===== src/rtl/moa_8x8_stream_feeder_pkg.sv =====
// Shared constants and state enumeration for the 8-operand stream feeder.
package moa_8x8_stream_feeder_pkg;

  localparam int unsigned MOA_CORE_LAT = 2;
  localparam int unsigned MOA_N_OPS    = 8;
  localparam int unsigned MOA_OP_W     = 8;
  localparam int unsigned MOA_SUM_W    = 11;
  localparam int unsigned MOA_CNT_W    = 4;

  typedef enum logic [1:0] {
    COLLECT = 2'd0,
    WAIT    = 2'd1,
    RESULT  = 2'd2
  } moa_state_e;

endpackage


===== src/rtl/moa_8x8p2_rt8_mfa42.sv =====
// 8-operand unsigned compressor core, two register stages (latency MOA_CORE_LAT).
// Ports: clk, rst_n (async, active-low), x0..x7 operands, summ 11-bit sum.
module moa_8x8p2_rt8_mfa42
  import moa_8x8_stream_feeder_pkg::*;
(
  input  logic                 clk,
  input  logic                 rst_n,
  input  logic [MOA_OP_W-1:0]  x0,
  input  logic [MOA_OP_W-1:0]  x1,
  input  logic [MOA_OP_W-1:0]  x2,
  input  logic [MOA_OP_W-1:0]  x3,
  input  logic [MOA_OP_W-1:0]  x4,
  input  logic [MOA_OP_W-1:0]  x5,
  input  logic [MOA_OP_W-1:0]  x6,
  input  logic [MOA_OP_W-1:0]  x7,
  output logic [MOA_SUM_W-1:0] summ
);

  localparam int unsigned HALF_W = MOA_OP_W + 2;

  logic [HALF_W-1:0] lo_sum;
  logic [HALF_W-1:0] hi_sum;

  // Stage 1: two 4:1 partial sums, 4 x 255 = 1020 fits in 10 bits.
  always_ff @(posedge clk or negedge rst_n) begin
    if (!rst_n) begin
      lo_sum <= '0;
      hi_sum <= '0;
    end else begin
      lo_sum <= HALF_W'(x0) + HALF_W'(x1) + HALF_W'(x2) + HALF_W'(x3);
      hi_sum <= HALF_W'(x4) + HALF_W'(x5) + HALF_W'(x6) + HALF_W'(x7);
    end
  end

  // Stage 2: final 2:1 add.
  always_ff @(posedge clk or negedge rst_n) begin
    if (!rst_n) begin
      summ <= '0;
    end else begin
      summ <= MOA_SUM_W'(lo_sum) + MOA_SUM_W'(hi_sum);
    end
  end

endmodule


===== src/rtl/moa_8x8_stream_feeder.sv =====
// Collects up to eight 8-bit words into an operand bank, waits out the core
// latency, then presents the group sum and operand count with valid/ready.
// Ports: clk, rst_n (sync, active-low); in_valid/in_ready/in_data/in_last
// producer side; out_valid/out_ready/out_sum/out_count consumer side.
module moa_8x8_stream_feeder
  import moa_8x8_stream_feeder_pkg::*;
(
  input  logic                 clk,
  input  logic                 rst_n,
  input  logic                 in_valid,
  output logic                 in_ready,
  input  logic [MOA_OP_W-1:0]  in_data,
  input  logic                 in_last,
  output logic                 out_valid,
  input  logic                 out_ready,
  output logic [MOA_SUM_W-1:0] out_sum,
  output logic [MOA_CNT_W-1:0] out_count
);

  localparam logic [1:0] S_COLLECT = 2'(COLLECT);
  localparam logic [1:0] S_WAIT    = 2'(WAIT);
  localparam logic [1:0] S_RESULT  = 2'(RESULT);

  logic [1:0]           state;
  logic [1:0]           next_state;
  logic [MOA_CNT_W-1:0] slot_cnt;
  logic                 wait_cnt;
  logic [MOA_OP_W-1:0]  bank [MOA_N_OPS];
  logic                 accept_c;
  logic                 close_c;
  logic                 take_c;

  assign accept_c = in_valid & in_ready;
  assign close_c  = accept_c & (in_last | (slot_cnt == MOA_CNT_W'(MOA_N_OPS - 1)));
  assign take_c   = out_valid & out_ready;

  // State register.
  always_ff @(posedge clk) begin
    if (!rst_n) begin
      state <= S_COLLECT;
    end else begin
      state <= next_state;
    end
  end

  // Next-state logic; WAIT spans MOA_CORE_LAT cycles via the 1-bit counter.
  always_comb begin
    next_state = state;
    case (state)
      S_COLLECT: if (close_c)  next_state = S_WAIT;
      S_WAIT:    if (wait_cnt) next_state = S_RESULT;
      S_RESULT:  if (take_c)   next_state = S_COLLECT;
      default:                 next_state = S_COLLECT;
    endcase
  end

  // Handshake flags are registered from the next state so they track it exactly.
  always_ff @(posedge clk) begin
    if (!rst_n) begin
      in_ready  <= 1'b0;
      out_valid <= 1'b0;
      wait_cnt  <= 1'b0;
    end else begin
      in_ready  <= (next_state == S_COLLECT);
      out_valid <= (next_state == S_RESULT);
      wait_cnt  <= (state == S_WAIT) ? ~wait_cnt : 1'b0;
    end
  end

  // Operand bank and slot bookkeeping; bank is frozen from close to handshake.
  always_ff @(posedge clk) begin
    if (!rst_n) begin
      slot_cnt  <= '0;
      out_count <= '0;
      for (int i = 0; i < MOA_N_OPS; i++) bank[i] <= '0;
    end else if (take_c) begin
      slot_cnt <= '0;
      for (int i = 0; i < MOA_N_OPS; i++) bank[i] <= '0;
    end else if (accept_c) begin
      bank[slot_cnt[2:0]] <= in_data;
      slot_cnt            <= slot_cnt + MOA_CNT_W'(1);
      if (close_c) out_count <= slot_cnt + MOA_CNT_W'(1);
    end
  end

  moa_8x8p2_rt8_mfa42 u_core (
    .clk   (clk),
    .rst_n (rst_n),
    .x0    (bank[0]),
    .x1    (bank[1]),
    .x2    (bank[2]),
    .x3    (bank[3]),
    .x4    (bank[4]),
    .x5    (bank[5]),
    .x6    (bank[6]),
    .x7    (bank[7]),
    .summ  (out_sum)
  );

endmodule


===== config.mk =====
export PLATFORM = sky130hd
export DESIGN_NAME = moa_8x8_stream_feeder
export DESIGN_NICKNAME = d
export VERILOG_FILES = /design/src/rtl/moa_8x8_stream_feeder_pkg.sv /design/src/rtl/moa_8x8p2_rt8_mfa42.sv /design/src/rtl/moa_8x8_stream_feeder.sv
export SDC_FILE = /design/constraint.sdc
export NUM_CORES = 1
export LEC_CHECK = 0
export CAP_MARGIN = 20
export CORE_UTILIZATION = 23
export CTS_CLUSTER_DIAMETER = 60
export DETAILED_ROUTE_END_ITERATION = 8
export PLACE_DENSITY = 0.35
export SYNTH_ARGS = -nofsm -noshare
export SYNTH_HDL_FRONTEND = slang
export SYNTH_SLANG_ARGS = --single-unit

===== constraint.sdc =====
create_clock -name clk -period 4.3 [get_ports clk]
set_clock_uncertainty 0.05 [all_clocks]
set_input_delay 0.645 -clock clk [delete_from_list [all_inputs] [get_ports clk]]
set_output_delay 0.645 -clock clk [all_outputs]
set_load 0.02 [all_outputs]

After elaboration in Yosys (flattened, before gate mapping). Memories as Yosys holds them, arrays and structs flattened. Index checks and enable logic that the tools add are counted.

Eq/ne operators: 4. Multiplexer cells: 23. Bitwise gates (word level): 15. Reductions and logical operators: 6. Add/sub/neg operators: 8.

Operator list (number): 2-to-1 mux 8 bit (9); adder 10 x 8 -> 10 bit (4); adder 8 x 8 -> 9 bit (2); adder 10 x 10 -> 11 bit (1); 2-to-1 mux 1 bit (9); OR 1 bit (9); OR reduction 8 bit (1); 2-to-1 mux 2 bit (3); one-hot mux 2 bit (3 select lines) (1); adder 4 x 1 -> 4 bit (second input constant) (1); equality test 2 bit (second input constant) (2); equality test 4 x 3 -> 1 bit (second input constant) (1); logical NOT 2 bit (2); bitwise AND 1 bit (3); 2-to-1 mux 3 bit (1); NOT 1 bit (3); AND reduction 3 bit (1); equality test 2 x 1 -> 1 bit (second input constant) (1); AND reduction 2 bit (1); OR reduction 2 bit (1).

Logic and storage cells: 66. RAM bits: 64. Bits in registers: 44. Input bits: 13. Memories kept: 1.

Memory list: bank (depth 8, width 8, rd ports 8, clocked after Yosys merged registers in 0, wr ports 8, line moa_8x8_stream_feeder.sv:28) `logic [MOA_OP_W-1:0] bank [MOA_N_OPS];`.

Logic depth before layout (Yosys ltp).
Word-level depth: 7. Gate-level depth with buffers: 15. Mapped depth without buffers: 15.

Cells and area by module. Synthesis repeated with hierarchy kept, for this count alone.

Cells, all modules: 483. Area, all modules: 5899.4 um^2.

Modules (own cells, without submodules): moa_8x8_stream_feeder (cells each 214, area an instance 3186.8 um^2, instances 1); moa_8x8p2_rt8_mfa42 (cells each 269, area an instance 2712.6 um^2, instances 1).

Least setup slack after synthesis. Ideal clock, no wire load.

Kind: reg2reg. From: memory bank[5][0]. To: register u_core.hi_sum[9]. Stages on the path, launching flop included: 13. Setup slack: 1.261 ns. Data arrival time: 2.859 ns. Period minus slack after synthesis: 3.039 ns. Data required time: 4.120 ns. Path through: edfxtp_1 ha_1 inv_1 fa_1 fa_1 inv_1 ha_1 fa_1 a21o_1 a21oi_1 o21ai_0 nor4_1 nor3_1.

RTL lines: from (decl) (line moa_8x8_stream_feeder.sv:28); to (signal assigned) (line moa_8x8p2_rt8_mfa42.sv:31) `hi_sum <= HALF_W'(x4) + HALF_W'(x5) + HALF_W'(x6) + HALF_W'(x7);`; to (decl) (line moa_8x8p2_rt8_mfa42.sv:22) `logic [HALF_W-1:0] hi_sum;`.

==> summary.txt <==
Outcome
  • Status: complete, no violations

Worst setup path
  • R2R depth: 15
  • Worst setup EP type: flip-flop
  • Cell Chain, Critical Path: ha_1 -> inv_1 -> fa_1 -> nor2b_1 -> o21ai_0 -> a21boi_0 -> o21ai_0 -> a21o_1 -> fa_1 -> inv_1 -> ha_1 -> nand2_1 -> a21oi_1 -> a211oi_1 -> xnor2_1
  • CP Launch Type: flip-flop
  • Req. time, crit path: 4.52 ns
  • CP max stage cell: fa_1
  • Worst-path fanout max: 5
  • CP Class: flip-flop to flip-flop
  • Crit path DAT: 3.54 ns
  • Slowest stage delay, CP: 0.48 ns

Cells and area
  • Final core occ: 27.7%
  • Final Non-Filler Cells: 906
  • Antenna Cells: 0
  • Layout cell share with drive strength beyond 1: 7.47%
  • Layout Nets: 648
  • Area grow syn2layout: 17.0%

Power
  • Reg power frac: 40.5%
  • Pwr/cell area: 465 mW/mm^2
  • Switching Share: 31.9%
  • Sw power: 1.04 mW
  • Leak: 2.98 nW
  • Clock network power share: 25.8%
  • Worst vdd ir: 236 uV
  • P_int: 2.23 mW
  • Combinational power share: 33.7%

CTS
  • Hold-fix buffers, CTS: 0
  • Post CTS Setup Buffer Count: 0
  • Worst-case clock buffer depth: 2
  • CTS tree: built
  • Clock Tree Root: clkbuf_16
  • H-tree depth: 3
  • Post-CTS Resized: 0
  • Clk Latency, worst-skew pair: 0.36 ns
  • Clk sinks: 108
  • Cts bufs inserted: 9
  • Worst-path clk slew: 0.07 ns

GRT
  • Initial antenna violation count: 0
  • Largest net degree at the start of global routing: 32
  • First-pass GRT wire length: 19700 microns
  • Total congestion overflow: 0
  • Vias in the first global route: 3718
  • GR Util All Layers: 9.88%

Die
  • I/O Pins: 30
  • Core area: 0.0254 sq mm
  • Initial core utilization: 23.7%
  • Rows: 58
  • Die H: 164 microns
  • DIE WIDTH: 164 microns
  • Die ar.: 0.0268 sq mm

Synthesis
  • Post-Syn Instances: 528
  • Seq cells post-synth: 108
  • Fraction of registers with async set/reset: 28.7%
  • Post-synth EDFFs: 64
  • Seq/Total Area, Yosys: 49.2%
  • Synthesized Nets: 605
  • Synth Area per Inst: 11.4 sq um
  • Top post-synthesis cells by area: edfxtp_1 (32%), dfrtp_1 (13%), ha_1 (8.9%), and2_1 (7.2%), fa_1 (7.0%)
  • YS warnings: 0
  • Post-Syn Area: 0.00601 sq mm
  • Post-synth top area share: 32.0%
  • Synth area leader: edfxtp_1
  • Synth unique cells: 49
  • Top FF cell, synth: edfxtp_1

Worst hold path
  • Hold Path Depth: 1
  • Hold Crit Class: flip-flop to flip-flop

Timing
  • Slew HR: 66.4%
  • Fmax: 301 MHz
  • Tcrit/Tclk final: 77.2%
  • RSZ-0062 raised after global routing: false
  • Fin crit period: 3.32 ns
  • Final setup violating endpoints: 0
  • Setup total negative slack: 0 ns
  • Final hold vios: 0
  • Pin slew with the least headroom to its limit: 0.503 ns
  • Max-slew violations: 0

Route
  • DR WL/cell: 13.2 microns
  • DR vias: 3608
  • First drt pass iteration count: 4
  • Post-route ant nets: 0
  • Post-route DRC: 0
  • Vias per inst: 3.98
  • Wirelength, routed: 12000 microns
  • Initial DRC count: 117

Placed design
  • Placer Congestion: 0.700
  • Placed cells: 890
  • Detail Placement HPWL: 9160 microns
  • IO Port Bufs: 29

Flow run
  • Max_cap viols: 0
[cells by family after synthesis]
kind of cell / Yosys count / synth area share (%)
compound gates: 72 / 7.64
xor+xnor: 34 / 4.95
flops: 108 / 49.2
simple gates: 168 / 16.6
buf+inv: 79 / 5.22
fa+ha+maj: 64 / 15.9
mux: 3 / 0.520
[layout by cell type (no fill, tap or decap), types with 19 or more instances in the layout]
cell             netlist  routed
fa_1                  21      21
dfrtp_1               31      31
nand2_1               19      19
and2_1                69      69
a21oi_1               24      24
inv_1                 75      75
clkdlybuf4s50_1        0      28
xnor2_1               20      20
edfxtp_1              64      64
ha_1                  43      43
[through the flow]
step	area [sq um]	worst slack [ns]	hold WS (ns)	total power, mW
2_1_floorplan	6010	1.26	0.299	2.13
5_1_grt	7030	0.645	0.445	3.51
3_3_place_gp	6730	1.03	0.381	2.47
4_1_cts	7030	0.960	0.416	3.35
6_report	7030	0.981	0.416	3.27
3_5_place_dp	6730	0.986	0.403	2.47
[cell type report]
class	count	area, sq um
multi-input combinational	341	2740
inverter	75	282
timing repair buffer	36	338
clock buffer	11	264
clock inverter	5	37.5
sequential	108	2960
fill	2660	18400
tap	330	413
[routing by layer]
metal | track usage, % | wire length [microns] | up-vias
met3 | 2.32 | 496 | 13
met5 | 0 | 0 | -
met2 | 16.9 | 5790 | 45
met4 | 3.70 | 234 | 0
met1 | 12.0 | 5480 | 1693
li1 | - | - | 1857
[power groups by stage]
stage | Clock [mW] | Combinational (mW) | Sequential, mW
floorplan | 0 | 0.739 | 1.40
global placement | 0 | 1.11 | 1.35
detailed placement | 0 | 1.12 | 1.35
CTS | 0.894 | 1.12 | 1.33
global route | 0.924 | 1.24 | 1.34
finish | 0.844 | 1.10 | 1.32
[worst paths after layout]
check / from / to / slack (ns)
min in group asynchronous: rst_n / u_core.summ[2]$_DFF_PN0_ / 0.49
worst max-delay path: bank[1][0]$_SDFFCE_PN0P_ / u_core.lo_sum[7]$_DFF_PN0_ / 0.98
worst max register to register: bank[1][0]$_SDFFCE_PN0P_ / u_core.lo_sum[7]$_DFF_PN0_ / 0.98
worst min register to register: wait_cnt$_SDFF_PN0_ / wait_cnt$_SDFF_PN0_ / 0.42
max in group asynchronous: rst_n / u_core.lo_sum[7]$_DFF_PN0_ / 3.42
worst min-delay path: wait_cnt$_SDFF_PN0_ / wait_cnt$_SDFF_PN0_ / 0.42
[sequential cells by signal, indices dropped and copies added (netlist names)]
signal / cells
bank: 64
out_valid: 1
in_ready: 1
u_core.hi_sum: 10
slot_cnt: 4
out_count: 4
wait_cnt: 1
u_core.summ: 11
u_core.lo_sum: 10
state: 2
[Yosys cell counts, drive strengths merged (2+ instances only)]
cell	n
nor3	14
nand2	21
o41ai	2
xor2	14
inv	75
and2	69
or2	3
o211a	2
a31oi	3
nor4	2
a21o	7
and3	6
nand4	3
xnor2	20
fa	21
o21ai	18
ha	43
or3	4
dfxtp	13
buf	4
o21bai	3
edfxtp	64
a21oi	25
nand2b	6
o211ai	2
nand3	7
o21a	2
nor2b	7
a211oi	4
dfrtp	31
mux2i	2
nor2	23
[worst max-delay path: cells and delay by family, from the launching register on]
| family | cells | cell delay, ns |
|---|---|---|
| AOI/OAI and AO/OA | 6 | 1.01 |
| DFF | 1 | 0.33 |
| and+or+nand+nor | 2 | 0.20 |
| adders and majority gates | 4 | 1.39 |
| xor gates and xnor gates | 1 | 0.15 |
| buffers and inverters | 2 | 0.10 |
Power figures use the tool's default switching activity.
